`src/rtl/cmd_arbiter.sv`:
```
// cmd_arbiter: round-robin share of one 32-bit command channel.
// Grant is held until the response or a timeout code is returned.
module cmd_arbiter #(
  parameter int          N_REQ         = 4,
  parameter logic [15:0] TIMEOUT       = 16'd1000,
  parameter logic [31:0] TIMEOUT_CODE  = 32'hEEEE_0000,
  parameter logic [3:0]  NORESP_NIBBLE = 4'hF
) (
  input  logic                 clk,
  input  logic                 rst,
  input  logic [N_REQ-1:0]     req_valid,
  output logic [N_REQ-1:0]     req_ready,
  input  logic [32*N_REQ-1:0]  req_data,
  output logic [N_REQ-1:0]     rsp_valid,
  input  logic [N_REQ-1:0]     rsp_ready,
  output logic [31:0]          rsp_data,
  output logic                 cmd_out_valid,
  input  logic                 cmd_out_ready,
  output logic [31:0]          cmd_out,
  input  logic                 rsp_in_valid,
  output logic                 rsp_in_ready,
  input  logic [31:0]          rsp_in,
  output logic                 busy,
  output logic [15:0]          timeout_count
);
  localparam int IW = $clog2(N_REQ);

  typedef enum logic [1:0] {
    S_IDLE, S_SEND, S_WAIT, S_RET
  } state_t;

  state_t state, state_n;

  logic [IW-1:0] last_grant;
  logic [IW-1:0] grant;
  logic [IW-1:0] sel;
  logic          found;
  logic [31:0]   sel_data;
  logic [15:0]   timer;
  logic          noresp;
  logic          tmo_hit;
  int            j;

  assign noresp  = cmd_out[31:28] == NORESP_NIBBLE;
  assign tmo_hit = timer == TIMEOUT - 16'd1;

  // first valid requester after last_grant, with wrap-around
  always_comb begin
    sel   = '0;
    found = 1'b0;
    j     = 0;
    for (int k = 1; k <= N_REQ; k++) begin
      j = int'(last_grant) + k;
      if (j >= N_REQ) j = j - N_REQ;
      if (!found && req_valid[IW'(j)]) begin
        sel   = IW'(j);
        found = 1'b1;
      end
    end
  end

  always_comb begin
    sel_data = '0;
    for (int i = 0; i < N_REQ; i++)
      if (IW'(i) == sel) sel_data = req_data[32*i +: 32];
  end

  always_comb begin
    state_n      = state;
    req_ready    = '0;
    rsp_in_ready = 1'b0;
    unique case (state)
      S_IDLE: begin
        rsp_in_ready = 1'b1;
        if (found) begin
          req_ready[sel] = 1'b1;
          state_n        = S_SEND;
        end
      end
      S_SEND: begin
        if (cmd_out_ready)
          state_n = noresp ? S_IDLE : S_WAIT;
      end
      S_WAIT: begin
        rsp_in_ready = 1'b1;
        if (rsp_in_valid || tmo_hit)
          state_n = S_RET;
      end
      S_RET: begin
        if (rsp_ready[grant])
          state_n = S_IDLE;
      end
      default: state_n = S_IDLE;
    endcase
  end

  always_ff @(posedge clk) begin
    if (rst) begin
      state         <= S_IDLE;
      last_grant    <= IW'(N_REQ - 1);
      grant         <= '0;
      cmd_out       <= '0;
      cmd_out_valid <= 1'b0;
      rsp_data      <= '0;
      rsp_valid     <= '0;
      busy          <= 1'b0;
      timer         <= '0;
      timeout_count <= '0;
    end else begin
      state         <= state_n;
      cmd_out_valid <= state_n == S_SEND;
      busy          <= state_n != S_IDLE;
      rsp_valid     <= '0;
      if (state_n == S_RET)
        rsp_valid[grant] <= 1'b1;
      unique case (state)
        S_IDLE: begin
          if (found) begin
            cmd_out    <= sel_data;
            grant      <= sel;
            last_grant <= sel;
          end
        end
        S_SEND: timer <= '0;
        S_WAIT: begin
          // a response in the last cycle beats the timeout
          if (rsp_in_valid) begin
            rsp_data <= rsp_in;
          end else if (tmo_hit) begin
            rsp_data <= TIMEOUT_CODE;
            if (timeout_count != 16'hFFFF)
              timeout_count <= timeout_count + 16'd1;
          end else begin
            timer <= timer + 16'd1;
          end
        end
        default: ;
      endcase
    end
  end

endmodule
```
`config.mk`:
```
export PLATFORM = sky130hd
export DESIGN_NAME = cmd_arbiter
export DESIGN_NICKNAME = d
export VERILOG_FILES = /design/src/rtl/cmd_arbiter.sv
export SDC_FILE = /design/constraint.sdc
export NUM_CORES = 1
export LEC_CHECK = 0
export CAP_MARGIN = 20
export CORE_ASPECT_RATIO = 2
export CORE_MARGIN = 8
export CORE_UTILIZATION = 43
export DETAILED_ROUTE_END_ITERATION = 8
export PLACE_DENSITY = 0.92
export SLEW_MARGIN = 0
export SYNTH_ARGS = -nofsm -noshare
export SYNTH_HDL_FRONTEND = slang
export SYNTH_SLANG_ARGS = --single-unit
```
`constraint.sdc`:
```
create_clock -name clk -period 9.1 [get_ports clk]
set_clock_uncertainty 0.1 [all_clocks]
set_input_delay 2.73 -clock clk [delete_from_list [all_inputs] [get_ports clk]]
set_output_delay 2.73 -clock clk [all_outputs]
set_load 0.01 [all_outputs]
```
==> results.md <==
- Req. time, crit path: 6270 ps
- Worst vdd ir: 0.221 mV
- Hold_buf cts: 0
- Met3 usage: 0.0680
- Gp weighted congestion: 0.875
- Yosys cell types: 55
- Final setup margin: 1440 ps
- Startpoint types: primary input
- All-layer global routing usage: 0.244
- Hold/Removal Path Class: reg -> reg
- Post-Syn Nets: 840
- Antenna violations before repair: 0
- Most common cell after layout, fill and taps aside: clkdlybuf4s50_1
- Critical Path Sink: req_ready[2]
- Post-CTS setup repair buffer count: 0
- Die height: 170 µm
- Placement row count: 56
- Commonest register cell after synthesis: dfxtp_1
- Power Dens Cells: 170 nW/µm²
- Die area: 15900 µm²
- Final setup violation count: 0
- Worst slew pin tran: 908 ps
- Post-synthesis cell count: 666
- Post-detail-place hpwl: 15.4 mm
- Drt wl/cell: 18.7 µm
- R2r endpoint: timeout_count[5]$_SDFFE_PP0P_
- Slew Viols, Final: 0
- Avg Cell Area, Syn: 7.69 µm²
- Total gr overflow: 0
- First-pass GRT wire length: 30.2 mm
- Vias in the first global route: 5950
- CP max FO: 8
- Placement Cell Area: 7830 µm²
- Fmax: 131 MHz
- Starting Density: 0.438
- Deepest clock path buffer count: 2
- DP Cell Count: 1038
- Fraction of layout cells with a size suffix above 1: 0.0472
- Unrepaired setup endpoints after global routing: no
- Fin crit share: 0.842
- Vias: 5871
- Core Util, Final: 0.699
- CTS Sinks: 108
- Setup Slack @ Placement: 1430 ps
- Crit. End Element: primary output
- Max_cap viols: 0
- CTS root buffer: clkbuf_16
- Reg clk slew, reported paths: 80 ps
- Pin count of the biggest net entering global routing: 70
- Number of flops mapped to enable cells by yosys: 0
- Yosys reg bits: 108
- Skew-Pair Late Insertion Delay: 350 ps
- Critical R2R Launch: timer[10]$_SDFFE_PP0P_
- DR DRC count: 0
- Vias per cell: 5.56
- Hold Vio Cnt, Final: 0
- Critical path arrival: 4830 ps
- Fin cells: 1056
- Routing usage on met1: 0.230
- NumNets Final: 1080
- Total iterations of the first detailed-routing run: 5
- CTS buffer count: 9
- Most frequent cells in the layout: clkdlybuf4s50_1 (261), nand2_1 (182), dfxtp_1 (108)
- Most Crowded Layer GR: met2
- Slew HR: 0.395
- Die X: 93.2 µm
- Setup_tns: 0 ps
- Post-cts resize count: 0
- GRT met2 Usage: 0.459
- H-tree Lvls: 3
- Core area: 11700 µm²
- DRT antenna net count: 0
- CTS tree: yes
- Synth Warn #: 0
- Fin crit period: 7660 ps
- N_diodes: 0
- R2R cell count: 5
- Critical Path Source: req_valid[3]
- Seq/Total Area, Yosys: 0.422
- Hold Worst Slack: 371 ps
- Post-route cell area: 8170 µm²
- Area Growth Syn to Fin: 59.6%
- IO Pins: 263
- Mapped cell area: 5120 µm²
- Port Buffers: 262
- Status: finished clean
- Starting DRT DRC Count: 263
- Pleak: 3.14 nW
- Total power draw: 1.39 mW
- Crit Path Category: in -> out
- Reg-to-reg setup timing slack: 6550 ps
- Total Routed Length: 19.8 mm
- Asr flop ratio synth: 0
-- registers in the layout (all words and copies together), names as in the netlist --
register,cells
busy,1
cmd_out,32
cmd_out_valid,1
grant,2
last_grant,2
rsp_data,32
rsp_valid,4
state,2
timeout_count,16
timer,16
-- worst min-delay path by stage --
stage                                 to  slack [ps]                 startpoint  cells after the start
6_report       rsp_data[19]$_SDFFE_PP0P_         370  rsp_data[19]$_SDFFE_PP0P_                      2
3_5_place_dp   rsp_data[19]$_SDFFE_PP0P_         360  rsp_data[19]$_SDFFE_PP0P_                      2
5_1_grt        rsp_data[19]$_SDFFE_PP0P_         400  rsp_data[19]$_SDFFE_PP0P_                      2
2_1_floorplan     timer[11]$_SDFFE_PP0P_         370     timer[11]$_SDFFE_PP0P_                      2
3_3_place_gp   rsp_data[19]$_SDFFE_PP0P_         360  rsp_data[19]$_SDFFE_PP0P_                      2
4_1_cts        rsp_data[19]$_SDFFE_PP0P_         370  rsp_data[19]$_SDFFE_PP0P_                      2
-- cell usage after synthesis, drive strengths merged (2+ instances only) --
| library cell | instances | share of area |
|---|---|---|
| or4 | 7 | 0.012 |
| o211ai | 2 | 0.0029 |
| mux2 | 3 | 0.0066 |
| nand2 | 182 | 0.13 |
| a221o | 32 | 0.063 |
| mux2i | 3 | 0.0059 |
| o22ai | 2 | 0.0024 |
| and2 | 4 | 0.0049 |
| nand4 | 8 | 0.0098 |
| nor4b | 2 | 0.0034 |
| nor2 | 66 | 0.048 |
| clkbuf | 40 | 0.029 |
| o21ai | 11 | 0.011 |
| a21oi | 56 | 0.055 |
| nand3 | 12 | 0.013 |
| a22oi | 20 | 0.029 |
| a31o | 2 | 0.0034 |
| a311oi | 2 | 0.0034 |
| ha | 2 | 0.0049 |
| and4 | 4 | 0.0068 |
| nor4 | 4 | 0.0090 |
| dfxtp | 108 | 0.42 |
| nor2b | 5 | 0.0061 |
| xnor2 | 2 | 0.0034 |
| o2111ai | 3 | 0.0064 |
| and3 | 10 | 0.012 |
| or2 | 3 | 0.0037 |
| a31oi | 7 | 0.0086 |
| o31ai | 5 | 0.0073 |
| nor3 | 15 | 0.015 |
| nand2b | 4 | 0.0049 |
| inv | 10 | 0.0073 |
| xor2 | 7 | 0.012 |
| or3 | 9 | 0.011 |
-- cells by family (layout without fill, tap and decap cells) --
kind of cell,after synthesis,count (layout),synth area share
AOI/OAI and AO/OA,152,152,0.209
xor gates and xnor gates,9,9,0.0154
adders and majority gates,2,2,0.00489
buffers and inverters,51,296,0.0374
DFF,108,108,0.422
muxes,6,6,0.0125
and+or+nand+nor,338,338,0.298
-- layer usage --
layer,part of all wire,vias up
met2,0.55,243
met1,0.34,2751
met5,0,-
met4,0.042,0
met3,0.072,45
li1,-,2832
-- area by class of cell --
class                   instances  area (µm²)
clock inverters                 7        82.6
well taps                     145         181
multi-input cells             507        2790
repair buffers                270        2700
inverters                      10        37.5
clock buffers                   9         225
fillers                       897        3530
flip-flops and latches        108        2160
-- power by group --
part	internal [mW]	switching (mW)
sequential	0.520	0.0361
combinational	0.218	0.205
clock	0.219	0.190
total	0.957	0.431
-- worst max-delay path: stages --
cell             delay [ps]
clkdlybuf4s50_1         540
nor4_1                   90
nor3_1                  580
and3_1                  310
clkdlybuf4s50_1         560
(Power assumes the default switching activity.)
